**src/rtl/conv_encoder_pkg.sv**
```systemverilog
// Shared code definitions for the convolutional encoder/decoder pair:
// default code parameters, puncture patterns and FSM state encodings.
package conv_encoder_pkg;

    localparam int unsigned DEF_K  = 7;
    localparam int unsigned DEF_G0 = 'o171;
    localparam int unsigned DEF_G1 = 'o133;

    localparam logic [3:0] RATE_1_2 = 4'b1111;
    localparam logic [3:0] RATE_2_3 = 4'b0111;

    typedef enum logic [1:0] {
        ST_IDLE = 2'd0,
        ST_DATA = 2'd1,
        ST_TAIL = 2'd2
    } enc_state_t;

    // Two-phase puncture pattern: [1:0] is the phase-0 mask, [3:2] the phase-1 mask.
    function automatic logic [1:0] phase_mask(input logic [3:0] pat, input logic phase);
        return phase ? pat[3:2] : pat[1:0];
    endfunction

endpackage

```
**src/rtl/conv_encoder_if.sv**
```systemverilog
// Bit-in / symbol-out stream of the convolutional encoder.
interface conv_encoder_if;

    logic       i_vld;
    logic       i_bit;
    logic       o_rdy;
    logic       o_vld;
    logic       i_rdy;
    logic [1:0] o_sym;
    logic [1:0] o_mask;
    logic       o_eof;

    modport master (
        output i_vld, i_bit, i_rdy,
        input  o_rdy, o_vld, o_sym, o_mask, o_eof
    );

    modport slave (
        input  i_vld, i_bit, i_rdy,
        output o_rdy, o_vld, o_sym, o_mask, o_eof
    );

endinterface

```
**src/rtl/conv_encoder_parity.sv**
```systemverilog
// Combinational parity of a K-bit window against both generators; the
// decoder branch path reuses it to re-encode hypotheses.
module conv_parity
    import conv_encoder_pkg::*;
#(
    parameter int unsigned K  = DEF_K,
    parameter int unsigned G0 = DEF_G0,
    parameter int unsigned G1 = DEF_G1
) (
    input  logic [K-1:0] win,
    output logic [1:0]   par
);

    localparam logic [K-1:0] TAP0 = K'(G0);
    localparam logic [K-1:0] TAP1 = K'(G1);

    assign par[0] = ^(win & TAP0);
    assign par[1] = ^(win & TAP1);

endmodule

```
**src/rtl/conv_encoder.sv**
```systemverilog
// Rate-1/2 feed-forward convolutional encoder with zero-tail termination
// and a two-phase puncture mask attached to every output symbol.
module conv_encoder
    import conv_encoder_pkg::*;
#(
    parameter int unsigned K         = DEF_K,
    parameter int unsigned G0        = DEF_G0,
    parameter int unsigned G1        = DEF_G1,
    parameter int unsigned FRAME_LEN = 64,
    parameter logic [3:0]  PUNCT_PAT = RATE_1_2
) (
    input  logic          clk,
    input  logic          reset_n,
    input  logic          i_start,
    output logic          o_busy,
    conv_encoder_if.slave strm
);

    localparam int CNT_W  = $clog2(FRAME_LEN + 1);
    localparam int TAIL_W = $clog2(K);
    localparam logic [CNT_W-1:0]  LAST_BIT  = CNT_W'(FRAME_LEN - 1);
    localparam logic [TAIL_W-1:0] LAST_TAIL = TAIL_W'(K - 2);
    localparam logic [TAIL_W-1:0] TAIL_END  = TAIL_W'(K - 1);

    enc_state_t        state_q, state_d;
    logic [K-2:0]      shift_q;
    logic [CNT_W-1:0]  bit_cnt_q;
    logic [TAIL_W-1:0] tail_cnt_q;
    logic              phase_q;

    logic         in_data, in_tail, tail_left, slot_free, load;
    logic         last_bit, last_tail, eof_accept;
    logic [K-1:0] window;
    logic [1:0]   par, mask;

    assign in_data    = (state_q == ST_DATA);
    assign in_tail    = (state_q == ST_TAIL);
    // Once all K-1 tail symbols are loaded, TAIL only waits for the eof handoff.
    assign tail_left  = (tail_cnt_q != TAIL_END);
    assign slot_free  = !strm.o_vld || strm.i_rdy;
    assign load       = slot_free && ((in_data && strm.i_vld) || (in_tail && tail_left));
    assign last_bit   = (bit_cnt_q == LAST_BIT);
    assign last_tail  = (tail_cnt_q == LAST_TAIL);
    assign eof_accept = strm.o_vld && strm.i_rdy && strm.o_eof;
    assign window     = {in_data ? strm.i_bit : 1'b0, shift_q};
    assign mask       = phase_mask(PUNCT_PAT, phase_q);

    assign strm.o_rdy = in_data && slot_free;
    assign o_busy     = (state_q != ST_IDLE);

    conv_parity #(.K(K), .G0(G0), .G1(G1)) u_parity (
        .win (window),
        .par (par)
    );

    always_ff @(posedge clk) begin
        if (!reset_n) state_q <= ST_IDLE;
        else          state_q <= state_d;
    end

    always_comb begin
        state_d = state_q;
        unique case (state_q)
            ST_IDLE: if (i_start)          state_d = ST_DATA;
            ST_DATA: if (load && last_bit) state_d = ST_TAIL;
            ST_TAIL: if (eof_accept)       state_d = ST_IDLE;
            default:                       state_d = ST_IDLE;
        endcase
    end

    always_ff @(posedge clk) begin
        if (!reset_n) begin
            shift_q     <= '0;
            bit_cnt_q   <= '0;
            tail_cnt_q  <= '0;
            phase_q     <= 1'b0;
            strm.o_vld  <= 1'b0;
            strm.o_sym  <= 2'b00;
            strm.o_mask <= 2'b00;
            strm.o_eof  <= 1'b0;
        end else begin
            if (state_q == ST_IDLE && i_start) begin
                shift_q    <= '0;
                bit_cnt_q  <= '0;
                tail_cnt_q <= '0;
                phase_q    <= 1'b0;
            end else if (load) begin
                shift_q <= window[K-1:1];
                phase_q <= !phase_q;
                if (in_data) bit_cnt_q  <= bit_cnt_q + 1'b1;
                else         tail_cnt_q <= tail_cnt_q + 1'b1;
            end
            // Output register: refilled on load, emptied on accept, held while stalled.
            if (load) begin
                strm.o_vld  <= 1'b1;
                strm.o_sym  <= par & mask;
                strm.o_mask <= mask;
                strm.o_eof  <= in_tail && last_tail;
            end else if (strm.i_rdy) begin
                strm.o_vld  <= 1'b0;
            end
        end
    end

endmodule

```
**src/flat_wrapper.sv**
```systemverilog
// flat-port wrapper written by rule: the top's interface ports become plain ports
module conv_encoder_flat import conv_encoder_pkg::*;
#(
    parameter int unsigned K         = DEF_K,
    parameter int unsigned G0        = DEF_G0,
    parameter int unsigned G1        = DEF_G1,
    parameter int unsigned FRAME_LEN = 64,
    parameter logic [3:0]  PUNCT_PAT = RATE_1_2
)
  (clk, reset_n, i_start, o_busy, strm_i_vld, strm_i_bit, strm_i_rdy, strm_o_rdy, strm_o_vld, strm_o_sym, strm_o_mask, strm_o_eof);
  conv_encoder_if strm_i ();
  input  logic clk;
  input  logic reset_n;
  input  logic i_start;
  output logic o_busy;
  input wire logic [$bits(strm_i.i_vld)-1:0] strm_i_vld;
  input wire logic [$bits(strm_i.i_bit)-1:0] strm_i_bit;
  input wire logic [$bits(strm_i.i_rdy)-1:0] strm_i_rdy;
  output wire logic [$bits(strm_i.o_rdy)-1:0] strm_o_rdy;
  output wire logic [$bits(strm_i.o_vld)-1:0] strm_o_vld;
  output wire logic [$bits(strm_i.o_sym)-1:0] strm_o_sym;
  output wire logic [$bits(strm_i.o_mask)-1:0] strm_o_mask;
  output wire logic [$bits(strm_i.o_eof)-1:0] strm_o_eof;
  assign strm_i.i_vld = strm_i_vld;
  assign strm_i.i_bit = strm_i_bit;
  assign strm_i.i_rdy = strm_i_rdy;
  assign strm_o_rdy = strm_i.o_rdy;
  assign strm_o_vld = strm_i.o_vld;
  assign strm_o_sym = strm_i.o_sym;
  assign strm_o_mask = strm_i.o_mask;
  assign strm_o_eof = strm_i.o_eof;
  conv_encoder #(.K(K), .G0(G0), .G1(G1), .FRAME_LEN(FRAME_LEN), .PUNCT_PAT(PUNCT_PAT)) u_core (.clk(clk), .reset_n(reset_n), .i_start(i_start), .o_busy(o_busy), .strm(strm_i));
endmodule
```
**config.mk**
```make
export PLATFORM = sky130hd
export DESIGN_NAME = conv_encoder_flat
export DESIGN_NICKNAME = d
export VERILOG_FILES = /design/src/rtl/conv_encoder_pkg.sv /design/src/rtl/conv_encoder_if.sv /design/src/rtl/conv_encoder_parity.sv /design/src/rtl/conv_encoder.sv /design/src/flat_wrapper.sv
export SDC_FILE = /design/constraint.sdc
export NUM_CORES = 1
export LEC_CHECK = 0
export ABC_AREA = 1
export BUFFER_PORTS_ARGS = -buffer_cell sky130_fd_sc_hd__buf_2
export CAP_MARGIN = 0
export CORE_ASPECT_RATIO = 1.4
export CORE_UTILIZATION = 45
export DETAILED_ROUTE_END_ITERATION = 10
export GPL_ROUTABILITY_DRIVEN = 1
export SLEW_MARGIN = 0
export SYNTH_ARGS = -nofsm -noshare
export SYNTH_HDL_FRONTEND = slang
export SYNTH_SLANG_ARGS = --single-unit
```
**constraint.sdc**
```tcl
create_clock -name clk -period 1.9 [get_ports clk]
set_input_delay 0.19 -clock clk [delete_from_list [all_inputs] [get_ports clk]]
set_output_delay 0.19 -clock clk [all_outputs]
set_load 0.05 [all_outputs]
```
After elaboration in Yosys (flattened, before gate mapping)
Cells that the tools add are included.
{"block": "classes", "add_sub_neg": 2, "n_mul": 0, "div_mod_pow": 0, "order_cmp": 0, "n_eq_ne": 8, "shifts": 0, "mux": 7, "bitwise_logic": 2, "reduce_logical": 21}
{"op": "XOR reduction 7 bit", "count": 2}
{"op": "logical AND 1 bit", "count": 9}
{"op": "adder 7 x 1 -> 7 bit (second input constant)", "count": 1}
{"op": "== test 7 x 6 -> 1 bit (second input constant)", "count": 1}
{"op": "2-to-1 mux 2 bit", "count": 3}
{"op": "!= test 2 bit (second input constant)", "count": 3}
{"op": "case mux 2 bit (3 select lines)", "count": 1}
{"op": "AND reduction 2 bit", "count": 2}
{"op": "nonzero test 2 bit", "count": 2}
{"op": "adder 3 x 1 -> 3 bit (second input constant)", "count": 1}
{"op": "== test 3 bit (second input constant)", "count": 1}
{"op": "2-to-1 mux 1 bit", "count": 3}
{"op": "!= test 3 bit (second input constant)", "count": 1}
{"op": "AND reduction 3 bit", "count": 1}
{"op": "== test 2 x 1 -> 1 bit (second input constant)", "count": 1}
{"op": "== test 2 bit (second input constant)", "count": 1}
{"op": "zero test 2 bit", "count": 1}
{"op": "logical OR 1 bit", "count": 2}
{"op": "NOT 1 bit", "count": 2}
{"op": "OR reduction 2 bit", "count": 1}
{"op": "zero test 1 bit", "count": 1}
{"block": "totals", "reg_bits": 23, "latchBits": 0, "mem_bits_rw": 0, "romBits": 0, "input_bits": 6, "out_inout_bits": 8, "word_cells": 48, "memories": 0}

Depth between registers and ports, before layout
{"block": "depth", "depth_word": 7, "mapped_depth": 9}

Cells and area by module
Synthesis repeated with hierarchy kept, for this count alone.
{"block": "unflattened", "hier_cells": 182, "hier_area_um2": 1239.9}
{"mod": "conv_encoder", "n_inst": 1, "cells_each": 153, "area_each_um2": 1107.3}
{"mod": "conv_parity", "n_inst": 1, "cells_each": 29, "area_each_um2": 132.6}

Worst setup path before layout
OpenSTA, ideal clock, no wires.
{"block": "synth_timing", "kind": "flip-flop to output port", "from": "register u_core.strm.o_vld", "to": "output strm_o_rdy", "t_arrival_ns": 1.454, "t_required_ns": 1.710, "path_slack_ns": 0.256, "stages_incl_launch_ff": 4, "path_buffers": 0, "path_cell_list": "dfxtp_1 -> nand2_4 -> inv_1 -> nor2_1"}
{"block": "synth_via", "elab_chain_len": 3}
{"item": "start, declared", "line": "conv_encoder_if.sv:20", "source": "output o_rdy, o_vld, o_sym, o_mask, o_eof"}
{"item": "start signal, assigned", "line": "conv_encoder.sv:77", "source": "strm.o_vld <= 1'b0;"}
{"item": "start signal, assigned", "line": "conv_encoder.sv:95", "source": "strm.o_vld <= 1'b1;"}
{"item": "start signal, assigned", "line": "conv_encoder.sv:100", "source": "strm.o_vld <= 1'b0;"}
{"item": "zero test 1 bit", "line": "conv_encoder.sv:40", "source": "assign slot_free = !strm.o_vld || strm.i_rdy;"}
{"item": "logical OR 1 bit", "line": "conv_encoder.sv:40"}
{"item": "logical AND 1 bit", "line": "conv_encoder.sv:48", "source": "assign strm.o_rdy = in_data && slot_free;"}
{"item": "end, declared", "line": "flat_wrapper.sv:19", "source": "output wire logic [$bits(strm_i.o_rdy)-1:0] strm_o_rdy;"}
No other way between the ends.

Final worst setup path
{"block": "layout_timing", "from": "register u_core.state_q[0]", "to": "output strm_o_rdy"}
{"block": "layout_via", "elab_chain_len": 2}
{"item": "start, declared", "line": "conv_encoder.sv:25", "source": "enc_state_t state_q, state_d;"}
{"item": "start signal, assigned", "line": "conv_encoder.sv:58", "source": "else state_q <= state_d;"}
{"item": "== test 2 x 1 -> 1 bit", "line": "conv_encoder.sv:36", "source": "assign in_data = (state_q == ST_DATA);"}
{"item": "logical AND 1 bit", "line": "conv_encoder.sv:48"}
No other way between the ends.

==> metrics.md <==
| Metric | Value |
|---|---|
| Outcome | completed |
| Crit path time final | around 1.7 ns |
| Synthesized netlist net count | 198 |
| Part of the total power dissipated in combinational logic | 29.2% |
| Setup Fix Bufs, Post-CTS | 0 |
| Proportion of netlist area held by the largest area contributor | between 30% and 40% |
| Number of logic stages on the critical path including buffering | 5 |
| Buffer and inverter count on the worst path | 3 |
| Worst Hold Depth | 3 |
| Max-cap check violation count | 0 |
| Htree depth | 1 |
| Vias in the first global route | between 1000 and 1500 |
| Layout overhead on the synthesized area | 10.54% |
| Count of pins on the block boundary | 14 |
| Number of storage elements in the synthesis netlist | 23 |
| Most frequent standard cell in the layout excluding fill and tap cells | sky130_fd_sc_hd__nand2_1 |
| Maximum clock frequency | approximately 580 MHz |
| Routability Congestion | ~0.74 |
| Final antenna-violating net count | 0 |
| Largest stage delay on the critical path | around 0.42 ns |
| Power Dens Cells | a little over 800 mW/mm^2 |
| Post-Syn Area | around 0.0012 mm^2 |
| Capturing element type of the critical path | primary output |
| FP Rows | 22 |
| Max-slew violation total from the final report | 0 |
| Die X | 46.28 um |
| Largest net degree at the start of global routing | 13 |
| Cell breakdown of the critical path | inv_1 -> nor2_1 -> inv_1 -> nor2_1 -> buf_2 |
| Share of post-route cells with drive strength above 1 | 13.24% |
| Total Routing Usage GR | about a fifth |
| Data required time of the critical path | about 1.7 ns |
| Gate Count Post-Synth | roughly 190 |
| Unrepaired setup endpoints after global routing | no |
| Ant. Diodes | 0 |
| Peak supply drop | around 450 uV |
| Die extent in y | between 60 and 70 um |
| Number of distinct library cells after synthesis | 20 |
| Clock Tree Root | sky130_fd_sc_hd__clkbuf_4 |
| Hold-fix buffer count after cts | 0 |
| Sequential share of power | approximately half |
| Length of the first detailed-routing pass in iterations | 4 |
| Most used cells in the layout excluding fill and tap cells | 53 x sky130_fd_sc_hd__nand2_1, 31 x sky130_fd_sc_hd__nor2_1, 23 x sky130_fd_sc_hd__inv_1, 22 x sky130_fd_sc_hd__dfxtp_1, 19 x sky130_fd_sc_hd__nand3_1 |
| Final sum of negative setup slack | 0 ns |
| Int Pwr | ~700 uW |
| Total design power | 1.104 mW |
| Hold Violations, Final | 0 |
| Master of the slowest instance on the critical path | sky130_fd_sc_hd__dfxtp_2 |
| Clock skew | around 0.0059 ns |
| Final critical-path share of the clock period | about nine tenths |
| Yosys warning count | 0 |
| Worst Path Class, Setup | reg -> out |
| Clock latency of the later-clocked register in the worst-skew pair | 0.31 ns |
| Buffers added on ports | 13 |
| Number of setup violations in the final report | 0 |
| Depth of the most critical reg-to-reg path | 8 |
| Dominant cells by area after synthesis | sky130_fd_sc_hd__dfxtp_1 37%, sky130_fd_sc_hd__nand2_1 16%, sky130_fd_sc_hd__nor2_1 9.4% |
| Clock-pin slew of the registers on the worst-case setup and hold paths | 0.13 ns |
| Rel. slew slack | roughly four fifths |
| Critical path peak fanout | 6 |
| Total overflow reported by the global router | 0 |
| CTS-repair resized insts | 0 |
| Nets | ~220 |
| TritonCTS clock tree | done |
| Count of unresolved DRC violations after routing | 0 |
| Worst path arrival time | 1.53 ns |
| Share of the yosys chip area belonging to registers | around 37% |
| Synthesized area per cell | 6.569 um^2 |
| Wirelength per Cell | between 10 and 15 um |
| Drt first-iter violations | 32 |
| Category of cells accounting for the largest share of critical-path delay | buffers and inverters |
| Clock sink total | 23 |
| Leakage | roughly 0.63 nW |
| Effective utilization at floorplan | a little under half |
| Wire length of the first global-routing pass | 4091 um |
| Number of antenna violations at the first check in global routing | 0 |
| Routed vias | ~1100 |
| Actual transition at the worst max-transition pin | about 0.28 ns |
| Total clock buffers created by CTS | 3 |
| HPWL Detailed | 1925 um |
| Post-synthesis cell type with the largest combined area | sky130_fd_sc_hd__dfxtp_1 |
| Switching share of power | 37.76% |
| Net Switching | 416.9 uW |
| Die outline area | just under 0.003 mm^2 |
| Maximum clock insertion buffer count | 2 |
| Area of the placeable core | 0.002615 mm^2 |
| Class of the tightest hold or removal check | in -> reg |
| Final Routed Wirelength | between 2000 and 2500 um |
| Vias per Instance | 4.783 |
| Share of power burned in the clock network | a little over a fifth |
| Sort of element at the start of the critical path | flop |
==> flip-flops by register name, summed over array words and instances (netlist names) <==
register            count
u_core.strm.o_mask      1
u_core.tail_cnt_q       3
u_core.strm.o_sym       2
u_core.shift_q          6
u_core.strm.o_eof       1
u_core.state_q          2
u_core.bit_cnt_q        7
u_core.strm.o_vld       1
==> cell usage after synthesis <==
cell,number
sky130_fd_sc_hd__a21oi_1,9
sky130_fd_sc_hd__a21oi_4,1
sky130_fd_sc_hd__buf_4,1
sky130_fd_sc_hd__dfxtp_1,23
sky130_fd_sc_hd__ha_1,4
sky130_fd_sc_hd__inv_1,23
sky130_fd_sc_hd__inv_2,2
sky130_fd_sc_hd__nand2_1,53
sky130_fd_sc_hd__nand2_2,2
sky130_fd_sc_hd__nand2_4,2
sky130_fd_sc_hd__nand3_1,19
sky130_fd_sc_hd__nand3_2,1
sky130_fd_sc_hd__nand4_1,2
sky130_fd_sc_hd__nand4_2,1
sky130_fd_sc_hd__nor2_1,31
sky130_fd_sc_hd__nor2_2,1
sky130_fd_sc_hd__nor3b_1,1
sky130_fd_sc_hd__o21ai_0,10
sky130_fd_sc_hd__xnor2_1,1
sky130_fd_sc_hd__xor2_1,1
==> power groups by stage <==
stage	registers, mW	clock network, mW	logic [mW]
global route	0.554	0.263	0.359
detailed placement	0.559	0	0.324
floorplan	0.603	0	0.211
finish	0.549	0.233	0.322
global placement	0.559	0	0.322
CTS	0.548	0.239	0.325
==> routing by layer <==
metal  vias up  share of wire, %  GRT usage (%)  wire length, um
met5         -                 0              0                0
met4         0               1.5          8.824               36
met3         4               1.2          1.695               30
met2        11                50          33.80             1250
met1       513                47          20.99             1164
li1        620                 -              -                -
==> final cells by class <==
class	instances	area, um^2
clock buffer	4	26.28
fill	275	1250
inverter	25	93.84
multi-input combinational	139	673.1
sequential	23	461.7
tap	36	45.04
timing repair buffer	13	65.06
==> kinds of logic (layout without fill, tap and decap cells) <==
family | Yosys count | in the layout | synth area share (%)
compound gates | 20 | 20 | 9.017
xor+xnor | 2 | 2 | 1.419
fa+ha+maj | 4 | 4 | 4.053
buf+inv | 26 | 42 | 8.207
flops | 23 | 23 | 37.28
simple gates | 113 | 113 | 40.02
==> final timing paths <==
path / to / start / slack (ns)
worst max register to register: u_core.strm.o_sym[0] / u_core.tail_cnt_q[0] / 0.50
worst max-delay path: strm_o_rdy / u_core.state_q[0] / 0.18
worst min-delay path: u_core.strm.o_eof / reset_n / 0.14
worst min register to register: u_core.strm.o_mask[0] / u_core.strm.o_mask[0] / 0.51
==> metrics by stage <==
step	instances	instance area (um^2)	hold slack, ns	setup slack (ns)	utilization, %
floorplan	188	1235	0.3170	0.2559	-
global placement	236	1338	0.4750	0.4301	51.15
detailed placement	236	1338	0.4846	0.4384	51.15
CTS	240	1364	0.1367	0.07782	52.15
global route	240	1365	0.1460	0.08670	52.20
finish	240	1365	0.1367	0.1765	52.20
==> worst reg2reg max path: cells and delay by family, from the launching register on <==
kind | cells | cell delay, ns
fa+ha+maj | 1 | 0.19
simple gates | 4 | 0.35
compound gates | 1 | 0.28
flops | 1 | 0.38
buf+inv | 2 | 0.11
Note: power is estimated with default switching activity, not from simulation.
